[src/rtl/jtag_unlock_ctrl.sv]
// jtag_unlock_ctrl: serial-key debug unlock FSM with a failed-attempt lockout.
// Build with JTAG_LOCKOUT_TIMER_EN to let LOCKOUT expire after LOCKOUT_CYCLES; otherwise it holds until reset.
module jtag_unlock_ctrl #(
   parameter int unsigned          KEY_WIDTH      = 32,
   parameter logic [KEY_WIDTH-1:0] UNLOCK_KEY     = 32'hA5C3_5A3C,
   parameter int unsigned          MAX_FAIL       = 3,
   parameter int unsigned          LOCKOUT_CYCLES = 1024
) (
   input  logic                              clk,
   input  logic                              reset,
   input  logic                              lock_in,
   input  logic                              req_start,
   input  logic                              key_bit,
   input  logic                              key_bit_valid,
   input  logic                              relock,
   output logic                              dbg_enable,
   output logic                              busy,
   output logic                              unlock_ok,
   output logic                              unlock_fail,
   output logic                              lockout,
   output logic [$clog2(MAX_FAIL+1)-1:0]     fail_count
);

   localparam int unsigned FC_W  = $clog2(MAX_FAIL + 1);
   localparam int unsigned CNT_W = $clog2(KEY_WIDTH + 1);

   if (KEY_WIDTH < 2 || MAX_FAIL < 1 || LOCKOUT_CYCLES < 1) begin : g_bad_cfg
      $error("jtag_unlock_ctrl: unsupported parameter set");
   end

   typedef enum logic [2:0] {
      LOCKED,
      SHIFT,
      CHECK,
      UNLOCKED,
      LOCKOUT
   } state_t;

   state_t               state;
   logic [KEY_WIDTH-1:0] shift_reg;
   logic [CNT_W-1:0]     bit_cnt;

`ifdef JTAG_LOCKOUT_TIMER_EN
   localparam int unsigned TMR_W = $clog2(LOCKOUT_CYCLES + 1);
   logic [TMR_W-1:0]     lock_timer;
`endif

   // Outputs are assigned alongside each transition so they always reflect the state being entered.
   always_ff @(posedge clk) begin
      if (reset) begin
         state       <= LOCKED;
         shift_reg   <= '0;
         bit_cnt     <= '0;
         fail_count  <= '0;
         dbg_enable  <= 1'b0;
         busy        <= 1'b0;
         unlock_ok   <= 1'b0;
         unlock_fail <= 1'b0;
         lockout     <= 1'b0;
`ifdef JTAG_LOCKOUT_TIMER_EN
         lock_timer  <= '0;
`endif
      end else begin
         unlock_ok   <= 1'b0;
         unlock_fail <= 1'b0;
         if (lock_in && state != LOCKOUT) begin
            // Hard lock aborts everything without counting a failure.
            state      <= LOCKED;
            shift_reg  <= '0;
            bit_cnt    <= '0;
            dbg_enable <= 1'b0;
            busy       <= 1'b0;
            lockout    <= 1'b0;
         end else begin
            case (state)
               LOCKED: begin
                  if (req_start) begin
                     state     <= SHIFT;
                     shift_reg <= '0;
                     bit_cnt   <= '0;
                     busy      <= 1'b1;
                  end
               end
               SHIFT: begin
                  if (req_start) begin
                     shift_reg <= '0;
                     bit_cnt   <= '0;
                  end else if (key_bit_valid) begin
                     shift_reg <= {shift_reg[KEY_WIDTH-2:0], key_bit};
                     bit_cnt   <= bit_cnt + CNT_W'(1);
                     if (bit_cnt == CNT_W'(KEY_WIDTH - 1)) begin
                        state <= CHECK;
                     end
                  end
               end
               CHECK: begin
                  shift_reg <= '0;
                  bit_cnt   <= '0;
                  busy      <= 1'b0;
                  if (shift_reg == UNLOCK_KEY) begin
                     state      <= UNLOCKED;
                     dbg_enable <= 1'b1;
                     unlock_ok  <= 1'b1;
                     fail_count <= '0;
                  end else begin
                     unlock_fail <= 1'b1;
                     if (fail_count >= FC_W'(MAX_FAIL - 1)) begin
                        fail_count <= FC_W'(MAX_FAIL);
                        state      <= LOCKOUT;
                        lockout    <= 1'b1;
                     end else begin
                        fail_count <= fail_count + FC_W'(1);
                        state      <= LOCKED;
                     end
                  end
               end
               UNLOCKED: begin
                  if (relock) begin
                     state      <= LOCKED;
                     dbg_enable <= 1'b0;
                  end
               end
               LOCKOUT: begin
`ifdef JTAG_LOCKOUT_TIMER_EN
                  if (lock_timer == TMR_W'(LOCKOUT_CYCLES - 1)) begin
                     state      <= LOCKED;
                     lockout    <= 1'b0;
                     fail_count <= '0;
                     lock_timer <= '0;
                  end else begin
                     lock_timer <= lock_timer + TMR_W'(1);
                  end
`else
                  lockout <= 1'b1;
`endif
               end
               default: begin
                  state      <= LOCKED;
                  shift_reg  <= '0;
                  bit_cnt    <= '0;
                  dbg_enable <= 1'b0;
                  busy       <= 1'b0;
                  lockout    <= 1'b0;
               end
            endcase
         end
      end
   end

endmodule

[config.mk]
export PLATFORM = sky130hd
export DESIGN_NAME = jtag_unlock_ctrl
export DESIGN_NICKNAME = d
export VERILOG_FILES = /design/src/rtl/jtag_unlock_ctrl.sv
export SDC_FILE = /design/constraint.sdc
export NUM_CORES = 1
export LEC_CHECK = 0
export ABC_AREA = 0
export CAP_MARGIN = 5
export CORE_MARGIN = 2
export CORE_UTILIZATION = 50
export DETAILED_ROUTE_END_ITERATION = 8
export PLACE_DENSITY = 0.69
export SKIP_LAST_GASP = 1
export SLEW_MARGIN = 30
export SYNTH_ARGS = -nofsm -noshare
export SYNTH_HDL_FRONTEND = slang
export SYNTH_SLANG_ARGS = --single-unit
[constraint.sdc]
create_clock -name clk -period 2.3 [get_ports clk]
set_input_delay 0.23 -clock clk [delete_from_list [all_inputs] [get_ports clk]]
set_output_delay 0.23 -clock clk [all_outputs]
set_load 0.02 [all_outputs]
==> metrics.txt, run 1 <==
status=finished clean; WP buf/inv=1; critical path peak fanout=15; global route overflow=0; WP data required=2.51 ns; hold path cells=3; Data arrival, critical path=2.10 ns; Post-CTS Setup Inserts=0; Num CTS Buffers=5; IO Count=14; cell area after placement=between 2000 and 2500 µm²; P per Cell Area=619 nW/µm²; post-DR vias/cell=roughly 5.7; Hold EP=shift_reg[0]; Setup crit end kind=flip-flop; CP peak stage delay=0.67 ns; Mapped Area=between 2000 and 2500 µm²; final slew viol count=0; CTS tree=done; Cells after Synth=245; global-route wire length before repair=6.75 mm; # clock sinks=48; initial antenna violation count=0; reg-to-reg startpoint=state[1]; Clock Latency Late Sink=0.30 ns; Pre-antenna DRT Iters=4; post-route cell area=roughly 2400 µm²; largest net degree at the start of global routing=35; routed wire length=about 4.1 mm; Design Power=0.00146 W; Hold Crit Class=in -> reg; Setup crit start=state[1]; R2R cell count=3; antenna cells=0; Netlist cell types=47; GRT Total Usage=0.190; H-tree levels=2; Final Skew=0.00516 ns; post-route insts no fill=between 300 and 400; placed cell count=298; initial core utilization=0.523; Port-buffer cells=13; die height=68.7 µm; Lkg Pwr=0.709 nW; CTS max path bufs=2; Seq/Total Area, Yosys=0.460; # Max-Cap Violations=0; placed wire-length estimate=2.63 mm; area delta synth->final=12.6%; DRC viols=0; Worst setup SP type=flip-flop; syn avg cell area=8.53 µm²; # setup viols final=0; fmax=approximately 530 MHz; layout net count=roughly 260; cts hold-fix bufs=0; CTS Root Cell=clkbuf_8; Routed WL per cell=roughly 13 µm; r2r setup slk=0.41 ns; synth warn=0; final core utilization=0.589; most common cell after layout, fill and taps aside=nand2_1; Synth Register Bits=48; worst hold start=key_bit; max reg flops=32; delay-heaviest family, CP=flip-flops; maximum vdd ir drop=0.304 mV; RSZ-0062 raised after global routing=no; DRT antenna net count=0; Chip Width=68.7 µm; Post-Route Setup TNS=0 ns; drt initial violations=118; RePlAce Congestion=just under 0.8; via count=1,730; PostCTS Resize Cnt=0; Core ar.=4000 µm²; vias in the first global route=1,504; Top FF cell, synth=dfxtp_1; CP max-delay cell=dfxtp_1; worst path cell trace=inv_1 -> or4_1 -> o41ai_2; worst reg2reg path endpoint=fail_count[0]; fraction of layout cells with a size suffix above 1=0.113; Setup CP Type=reg -> reg; period utilisation layout=0.821; Site Rows=23; slew margin rel.=0.415; number of enable flip-flop cells after synthesis=0; commonest non-fill, non-tap cells in the layout=49 x nand2_1, 48 x dfxtp_1, 31 x a21oi_1; syn_nets=253; ys async rst share=0; Die Area=about 4700 µm²; Hold Vio Cnt, Final=0; Reg clk slew, reported paths=0.08 ns; minimum clock period=about 1.9 ns; worst-margin pin slew=between 0.8 and 0.9 ns
==> layer usage <==
layer | GRT usage | vias to the layer above | routed length (µm)
met3 | 0.0536 | 7 | 116
li1 | - | 890 | -
met4 | 0.0750 | 0 | 53
met2 | 0.287 | 14 | 1840
met5 | 0 | - | 0
met1 | 0.256 | 819 | 2050
==> synth_stat cells, types with 2 or more instances <==
cell type	n	area share
o21ai_0	6	0.014
nor2_1	6	0.011
nor4bb_1	2	0.0096
nand2_1	49	0.088
dfxtp_1	48	0.46
or4_1	2	0.0072
a21oi_2	10	0.042
inv_1	3	0.0054
nand4_1	2	0.0060
nor4_1	2	0.0060
or3_1	3	0.0090
clkbuf_1	7	0.013
nand4b_1	3	0.013
and4b_1	2	0.0096
buf_2	4	0.0096
a21oi_1	31	0.074
o21ai_1	3	0.0072
nand3_1	25	0.060
nand3b_1	3	0.011
nor3_1	3	0.0072
buf_4	5	0.018
==> worst reg2reg max path, cell delays in order (launching register included) <==
cell and delay (ns):
dfxtp_1 0.67, inv_1 0.21, or4_1 0.63, o41ai_2 0.29
==> cell families (layout without fill, tap and decap cells) <==
| kind of cell | after synthesis | count (layout) | share of synthesized area |
|---|---|---|---|
| buffers and inverters | 20 | 31 | 0.0509 |
| AOI/OAI and AO/OA | 64 | 64 | 0.202 |
| xor gates and xnor gates | 1 | 1 | 0.00419 |
| DFF | 48 | 48 | 0.460 |
| and+or+nand+nor | 111 | 111 | 0.278 |
| adders and majority gates | 1 | 1 | 0.00598 |
==> report_power, final <==
group	total [W]	leakage (nW)	switching [W]	internal [W]
clock	0.000510	0.0455	0.000264	0.000245
sequential	0.000837	0.387	0.00000380	0.000833
combinational	0.000110	0.277	0.0000715	0.0000382
total	0.00146	0.709	0.000340	0.00112
==> final cells by class <==
cell class | instances | area [µm²]
fill | 368 | 1650
multi-input combinational | 177 | 1030
sequential | 48 | 961
timing repair buffer | 20 | 195
clock buffer | 8 | 90.1
tap | 50 | 62.6
inverter | 3 | 11.3
==> worst max path at each step <==
| stage | endpoint | slack (ns) | cells past startpoint |
|---|---|---|---|
| final | fail_count[0] | 0.41 | 3 |
| after global routing | shift_reg[23] | 0.24 | 5 |
| after CTS | bit_cnt[5] | 0.43 | 4 |
| after detailed placement | shift_reg[16] | 0.21 | 6 |
| after global placement | shift_reg[25] | 0.25 | 6 |
| after floorplan | fail_count[1] | 0.82 | 3 |
==> per-stage QoR <==
step / hold slack [ns] / worst slack, ns
floorplan: 0.366 / 0.819
CTS: 0.466 / 0.425
finish: 0.468 / 0.412
global route: 0.483 / 0.244
detailed placement: 0.461 / 0.211
global placement: 0.440 / 0.248
(Power assumes the default switching activity.)
==> inputs of run 2 (changes only) <==
--- a/config.mk
+++ b/config.mk
@@ -10,7 +10,7 @@
 export CORE_MARGIN = 2
 export CORE_UTILIZATION = 50
 export DETAILED_ROUTE_END_ITERATION = 8
-export PLACE_DENSITY = 0.69
+export PLACE_DENSITY = 0.72
 export SKIP_LAST_GASP = 1
 export SLEW_MARGIN = 30
 export SYNTH_ARGS = -nofsm -noshare
==> constraint.sdc (replaced) <==
create_clock -name clk -period 1.7 [get_ports clk]
set_input_delay 0.17 -clock clk [delete_from_list [all_inputs] [get_ports clk]]
set_output_delay 0.17 -clock clk [all_outputs]
set_load 0.02 [all_outputs]
==> run 2 against run 1 <==
  * Via count rose by 1.7%
  * Final cell count increased by 2.6%
  * Sequential share of layout area shrank 1.8 points
  * Clock power rose by 26%
==> metrics.txt, run 2 (synthesized netlist as in run 1, its figures left out) <==
commonest non-fill, non-tap cells in the layout=49 x nand2_1, 48 x dfxtp_1, 31 x a21oi_1 (unchanged); P per Cell Area=792 nW/µm² (was 619 nW/µm²); antenna cells=0 (unchanged); WP data required=1.94 ns (was 2.51 ns); largest net degree at the start of global routing=35 (unchanged); initial core utilization=0.523 (unchanged); Register Area=961 µm² (unchanged); Die Area=4710 µm² (unchanged); DRT antenna net count=0 (unchanged); GRT Total Usage=0.191 (was 0.190); drt initial violations=112 (was 118); multi-input logic area=1030 µm² (unchanged); fmax=627 MHz (was 530 MHz); Lkg Pwr=0.767 nW (was 0.709 nW); Data arrival, critical path=1.83 ns (was 2.10 ns); fraction of layout cells with a size suffix above 1=0.148 (was 0.113); most common cell after layout, fill and taps aside=nand2_1 (unchanged); DRC viols=0 (unchanged); routed wire length=4.11 mm (was 4.06 mm); Routed WL per cell=13.1 µm (was 13.3 µm); final slew viol count=0 (unchanged); IO Count=14 (unchanged); pre-CTS WS=-0.0907 ns (was 0.211 ns); Worst setup SP type=flip-flop (unchanged); Num CTS Buffers=5 (unchanged); global-route wire length before repair=6.75 mm (unchanged); RePlAce Congestion=0.856 (was 0.791); # Max-Cap Violations=0 (unchanged); via count=1,760 (was 1,730); die height=68.7 µm (unchanged); initial antenna violation count=0 (unchanged); Reg clk slew, reported paths=0.08 ns (about the same); Chip Width=68.7 µm (unchanged); # clock sinks=48 (unchanged); # setup viols final=0 (unchanged); period utilisation layout=0.938 (was 0.821); Port-buffer cells=13 (unchanged); CTS Root Cell=clkbuf_8 (unchanged); global route overflow=0 (unchanged); fin worst setup slack=0.105 ns (was 0.412 ns); Final Skew=0.0100 ns (was 0.00516 ns); area delta synth->final=17.8% (was 12.6%); CTS max path bufs=2 (unchanged); minimum clock period=1.59 ns (was 1.89 ns); layout net count=272 (was 263); Setup CP Type=reg -> reg (unchanged); critical path peak fanout=9 (was 15); Site Rows=23 (unchanged); cts hold-fix bufs=0 (unchanged); Clock Latency Late Sink=0.30 ns (about the same); Hold Crit Class=in -> reg (unchanged); Hold Vio Cnt, Final=0 (unchanged); Pre-antenna DRT Iters=4 (unchanged); final core utilization=0.616 (was 0.589); maximum vdd ir drop=0.428 mV (was 0.304 mV); slew margin rel.=0.729 (was 0.415); PostCTS Resize Cnt=0 (unchanged); Post-Route Setup TNS=0 ns (unchanged); Core ar.=4000 µm² (unchanged); max reg flops=32 (unchanged); post-DR vias/cell=5.61 (was 5.65); placed wire-length estimate=2.77 mm (was 2.63 mm); CTS tree=done (unchanged); H-tree levels=2 (unchanged); worst-margin pin slew=0.402 ns (was 0.877 ns); vias in the first global route=1,525 (was 1,504); status=finished clean (unchanged); RSZ-0062 raised after global routing=no (unchanged); layout filler cell count=357 (was 368); Setup crit end kind=flip-flop (unchanged); Post-CTS Setup Inserts=0 (unchanged)
run 2: metrics by stage:
stage	power [W]	hold slack (ns)	area [µm²]	instances
2_1_floorplan	0.00126	0.306	2090	245
3_3_place_gp	0.00133	0.441	2380	307
3_5_place_dp	0.00133	0.448	2380	307
4_1_cts	0.00197	0.434	2460	314
5_1_grt	0.00202	0.472	2460	314
6_report	0.00195	0.433	2460	314
run 2: final cells by class:
class,count,area share
clock buffer,5,0.0279
clock inverter,2,0.00508
inverter,3,0.00457
multi-input combinational,177,0.420
sequential,48,0.390
tap,50,0.0254
timing repair buffer,29,0.127
run 2: critical path, stage by stage (launching register included):
cell and delay [ns]:
dfxtp_1 0.36, nor4bb_1 0.33, nand4_1 0.19, nor4_4 0.29
buf_4 0.21, and2_1 0.15
run 2: final timing paths:
path,cells after the start,slack [ns],to,from
setup / recovery,5,0.11,unlock_ok,shift_reg[29]
hold / removal,3,0.43,shift_reg[0],key_bit
setup reg to reg,5,0.11,unlock_ok,shift_reg[29]
hold reg to reg,2,0.46,shift_reg[31],shift_reg[31]
run 2: layer usage:
| metal | global-route usage | share of wire |
|---|---|---|
| met3 | 0.0536 | 0.038 |
| met5 | 0 | 0 |
| met4 | 0.0775 | 0.018 |
| met2 | 0.299 | 0.44 |
| met1 | 0.246 | 0.50 |
run 2: power breakdown:
part           internal (W)  switching, W  leakage [nW]
clock network      0.000279      0.000365        0.0400
registers           0.00113    0.00000580         0.387
logic             0.0000734      0.000101         0.340
